## src/rtl/bus_timer.sv

```systemverilog
// Bus-attached 32-bit interval timer: four word registers behind a cs_/as_ handshake,
// level irq raised when COUNTER reaches EXPR, optional periodic reload.
module bus_timer #(
   parameter int unsigned WAIT_CYCLES = 0
) (
   input  logic        clk,
   input  logic        reset,
   input  logic        cs_,
   input  logic        as_,
   input  logic        rw,
   input  logic [1:0]  addr,
   input  logic [31:0] wr_data,
   output logic [31:0] rd_data,
   output logic        rdy_,
   output logic        irq
);

   localparam logic [3:0] WAIT_N = 4'(WAIT_CYCLES);

   typedef enum logic [1:0] {IDLE, WAIT, ACK} state_t;

   state_t      state_q;
   logic [3:0]  wcnt_q;
   logic        rw_q;
   logic [1:0]  addr_q;
   logic [31:0] wdat_q;
   logic        rdy_q;
   logic [31:0] rd_q;

   logic [1:0]  ctrl_q, ctrl_d;
   logic        intr_q, intr_d;
   logic [31:0] expr_q, expr_d;
   logic [31:0] cnt_q, cnt_d;

   logic [1:0]  rd_sel;
   logic [31:0] rd_mux;
   logic        wr_en;
   logic        expire;

   // From IDLE with no wait states the address is still on the bus, not yet latched.
   always_comb begin
      rd_sel = (state_q == IDLE) ? addr : addr_q;
      rd_mux = '0;
      case (rd_sel)
         2'd0: rd_mux = {30'b0, ctrl_q};
         2'd1: rd_mux = {31'b0, intr_q};
         2'd2: rd_mux = expr_q;
         2'd3: rd_mux = cnt_q;
         default: rd_mux = '0;
      endcase
   end

   always_ff @(posedge clk or negedge reset) begin
      if (!reset) begin
         state_q <= IDLE;
         wcnt_q  <= '0;
         rw_q    <= 1'b1;
         addr_q  <= '0;
         wdat_q  <= '0;
         rdy_q   <= 1'b1;
         rd_q    <= '0;
      end else begin
         rdy_q <= 1'b1;
         rd_q  <= '0;
         case (state_q)
            IDLE: begin
               if (!cs_ && !as_) begin
                  addr_q <= addr;
                  rw_q   <= rw;
                  wdat_q <= wr_data;
                  if (WAIT_N == 4'd0) begin
                     state_q <= ACK;
                     rdy_q   <= 1'b0;
                     rd_q    <= rw ? rd_mux : '0;
                  end else begin
                     state_q <= WAIT;
                     wcnt_q  <= WAIT_N;
                  end
               end
            end
            WAIT: begin
               if (wcnt_q == 4'd1) begin
                  state_q <= ACK;
                  rdy_q   <= 1'b0;
                  rd_q    <= rw_q ? rd_mux : '0;
               end else begin
                  wcnt_q <= wcnt_q - 4'd1;
               end
            end
            ACK:     state_q <= IDLE;
            default: state_q <= IDLE;
         endcase
      end
   end

   // Timer first, then a bus write overrides its register; expiry still reaches INTR.
   always_comb begin
      wr_en  = (state_q == ACK) && !rw_q;
      expire = ctrl_q[0] && (cnt_q == expr_q);
      ctrl_d = ctrl_q;
      intr_d = intr_q;
      expr_d = expr_q;
      cnt_d  = cnt_q;
      if (ctrl_q[0]) begin
         if (expire) begin
            intr_d = 1'b1;
            cnt_d  = '0;
            if (!ctrl_q[1]) ctrl_d[0] = 1'b0;
         end else begin
            cnt_d = cnt_q + 32'd1;
         end
      end
      if (wr_en) begin
         case (addr_q)
            2'd0: ctrl_d = wdat_q[1:0];
            2'd1: intr_d = wdat_q[0] | expire;
            2'd2: expr_d = wdat_q;
            2'd3: cnt_d  = wdat_q;
            default: ;
         endcase
      end
   end

   always_ff @(posedge clk or negedge reset) begin
      if (!reset) begin
         ctrl_q <= '0;
         intr_q <= 1'b0;
         expr_q <= '0;
         cnt_q  <= '0;
      end else begin
         ctrl_q <= ctrl_d;
         intr_q <= intr_d;
         expr_q <= expr_d;
         cnt_q  <= cnt_d;
      end
   end

   assign rd_data = rd_q;
   assign rdy_    = rdy_q;
   assign irq     = intr_q;

endmodule

```

## config.mk

```make
export PLATFORM = sky130hd
export DESIGN_NAME = bus_timer
export DESIGN_NICKNAME = d
export VERILOG_FILES = /design/src/rtl/bus_timer.sv
export SDC_FILE = /design/constraint.sdc
export NUM_CORES = 1
export LEC_CHECK = 0
export CORE_MARGIN = 8
export CORE_UTILIZATION = 45
export DETAILED_ROUTE_END_ITERATION = 12
export PLACE_DENSITY = 0.66
export SKIP_CTS_REPAIR_TIMING = 1
export SYNTH_ARGS = -nofsm -noshare
export SYNTH_HDL_FRONTEND = slang
export SYNTH_SLANG_ARGS = --single-unit
```

## constraint.sdc

```tcl
create_clock -name clk -period 2.2 [get_ports clk]
set_input_delay 0.33 -clock clk [delete_from_list [all_inputs] [get_ports clk]]
set_output_delay 0.33 -clock clk [all_outputs]
set_load 0.03 [all_outputs]
```

==> reports/results.ini <==
[floorplanning]
die_area_um2=18300
initial_utilization_pct=46.2
die_width_um=135
core_um2=13900
pin_count=73
die_height_um=135
rows=43

[pwr]
power_frac_comb_pct=26.5
cellLeakagePower_nw=3.22
p_int_mw=6.66
peakVddDrop_v=0.000640
power.density_nw_per_um2=1250
p_switching_mw=3.38
clkPwrFrac_pct=31.1
share_seq_of_total_power_pct=42.4
swShare_pct=33.7

[global_routing]
grt_pass1_wl_um=25900
track_usage_pct=17.9
overflow=0
grt_max_degree=67
grt_pass1_vias=4936
antenna_found_initial=0

[logic_synthesis]
synthTopCellsByCount=dfrtp_1, nand2_1, mux2_2, xnor2_1
syn_inst=593
yosysWarnings=0
synth_top_cell_by_area=dfrtp_1
yosys.cell_types.count=44
yosys.cell_count.top_type=dfrtp_1
syn_area_um2=6410
yosysTopAreaCellShare_pct=52.3
yosys-top-cells-area=dfrtp_1, mux2_2, nand2_1
synth.avg_cell_area_um2=10.8
synth_sequential_area_ratio_pct=53.1
syn_nets=633
synth_top_flop_cell=dfrtp_1
synth_edf_count=0
ys_seq_elements=136
async_reset_ff_share_pct=100

[detailed_routing]
drtIter0Drc=354
dr_total_vias=4682
dr.pass1.iters=5
vias_per_cell=5.50
routedWlPerCell_um=18.0
post-route-drc-count=0
wl_um=15300
detail-route-antenna-nets=0

[setup_path]
critical_path.max_fanout=19
reg2regPathDepth=6
timing.rr.start=cnt_q[6]
crit_required_ps=2490
end_kind=flop
r2r_slack_ps=80
rr_endpoint=cnt_q[13]
critical_path_class=flop to flop
startpoint_type=flop
critical_path_arrival_ps=2410

[clock_network]
h-tree-depth=4
numCtsBuffers=17
cts_tree=built
cts_root_buffer=clkbuf_16
cts.clk_slew.worst_paths_ps=60
clk_path_buf_depth=2
cts_sinks=136
clkLatencyLatePin_ps=420

[outcome]
outcome=finished clean

[sta]
tightestPinTransition_ps=657
setup_viol_count_final=0
fin_hold_ws_ps=442
period_minus_slack_ps=2120
tns_ps=0
grt_setup_unrepaired=false
fmax_mhz=472
slew_violations=0
skew_ps=8.82
slew_headroom_pct=55.6
hold_viol=0
finalCritPeriodShare_pct=96.3

[placed_design]
port_buffers=72
gp_congestion=0.879
dp_hpwl_um=10600

[layout]
drive_above_1_share_pct=19.8
synthToLayoutAreaGrowth_pct=25.7
n_antenna_cell=0
nets=699

[run]
drv_cap=0

[min_path]
hp-class=primary input to asynchronous set/reset pin

[cells in the final DEF, fill, tap and decap left out, types with 3 or more instances in the layout]
| master | instances |
|---|---|
| dfrtp_1 | 134 |
| nand2_1 | 108 |
| clkdlybuf4s50_1 | 71 |
| mux2_2 | 66 |
| xnor2_1 | 35 |
| a21oi_1 | 34 |
| o31ai_1 | 30 |
| nand4_1 | 25 |
| xor2_1 | 22 |
| clkbuf_16 | 17 |
| buf_4 | 16 |
| nand3_1 | 15 |
| nor2_1 | 12 |
| inv_1 | 8 |
| nand2b_1 | 6 |
| nor4_1 | 5 |
| bufinv_16 | 5 |
| o21ai_0 | 4 |
| clkinvlp_4 | 4 |
| buf_12 | 4 |
| and3_1 | 3 |
| nor3_1 | 3 |
[cells by family (layout without fill, tap and decap cells)]
logic type | count (synthesis) | after routing | synth area share (%)
compound gates | 75 | 75 | 7.41
xor+xnor | 57 | 57 | 7.79
fa+ha+maj | 1 | 1 | 0.195
buf+inv | 53 | 132 | 3.32
flops | 136 | 136 | 53.1
mux | 70 | 70 | 12.4
simple gates | 201 | 201 | 15.8
[final cells by class]
class	count	area [µm²]
sequential	136	3410
clock inverter	12	199
tap	180	225
timing repair buffer	92	921
inverter	8	30.0
clock buffer	20	457
fill	1173	5820
multi-input combinational	404	2830
[per-layer routing]
| metal | part of all wire, % | global-route usage (%) | up-vias |
|---|---|---|---|
| met5 | 0 | 0 | - |
| met4 | 1.8 | 7.46 | 0 |
| met3 | 4.8 | 4.34 | 23 |
| met2 | 49 | 28.5 | 122 |
| met1 | 44 | 22.9 | 2344 |
| li1 | - | - | 2193 |
[state kept, by name (all words and copies together) (netlist names)]
register,flops
cnt_q,32
expr_q,32
rd_data,32
wdat_q,32
addr_q,2
ctrl_q,2
irq,1
rdy_,1
rw_q,1
state_q,1
[worst max-delay path by stage]
stage,from,to,cells after the start
after floorplan,cnt_q[0],cnt_q[30],6
final,cnt_q[6],cnt_q[13],6
after global routing,cnt_q[3],cnt_q[25],5
after CTS,cnt_q[0],cnt_q[28],6
after detailed placement,cnt_q[0],cnt_q[28],6
after global placement,cnt_q[0],cnt_q[28],6
[stage by stage]
step                      utilization, %  instance area, µm²  total power, mW  cells  setup WS [ps]
after floorplan                        -                6410             5.97    593            328
after global placement              53.2                7390             6.80    819            213
after detailed placement            53.2                7390             6.90    819            169
after CTS                           57.9                8040             10.1    851            151
after global routing                58.1                8060             10.6    852           8.65
final                               58.1                8060             10.0    852           82.1
[critical path, cell delays in order (launching register included)]
cell	delay, ps
dfrtp_1	460
xnor2_1	380
nand4b_1	180
nor4_1	340
and3_1	230
buf_4	280
o31ai_1	120
[power by group through the flow]
stage	clock network [mW]	registers, mW	logic [mW]
after floorplan	0	3.85	2.13
after global placement	0	4.22	2.58
after detailed placement	0	4.27	2.63
after CTS	3.17	4.24	2.67
after global routing	3.27	4.41	2.91
final	3.12	4.25	2.66
Power figures use the tool's default switching activity.
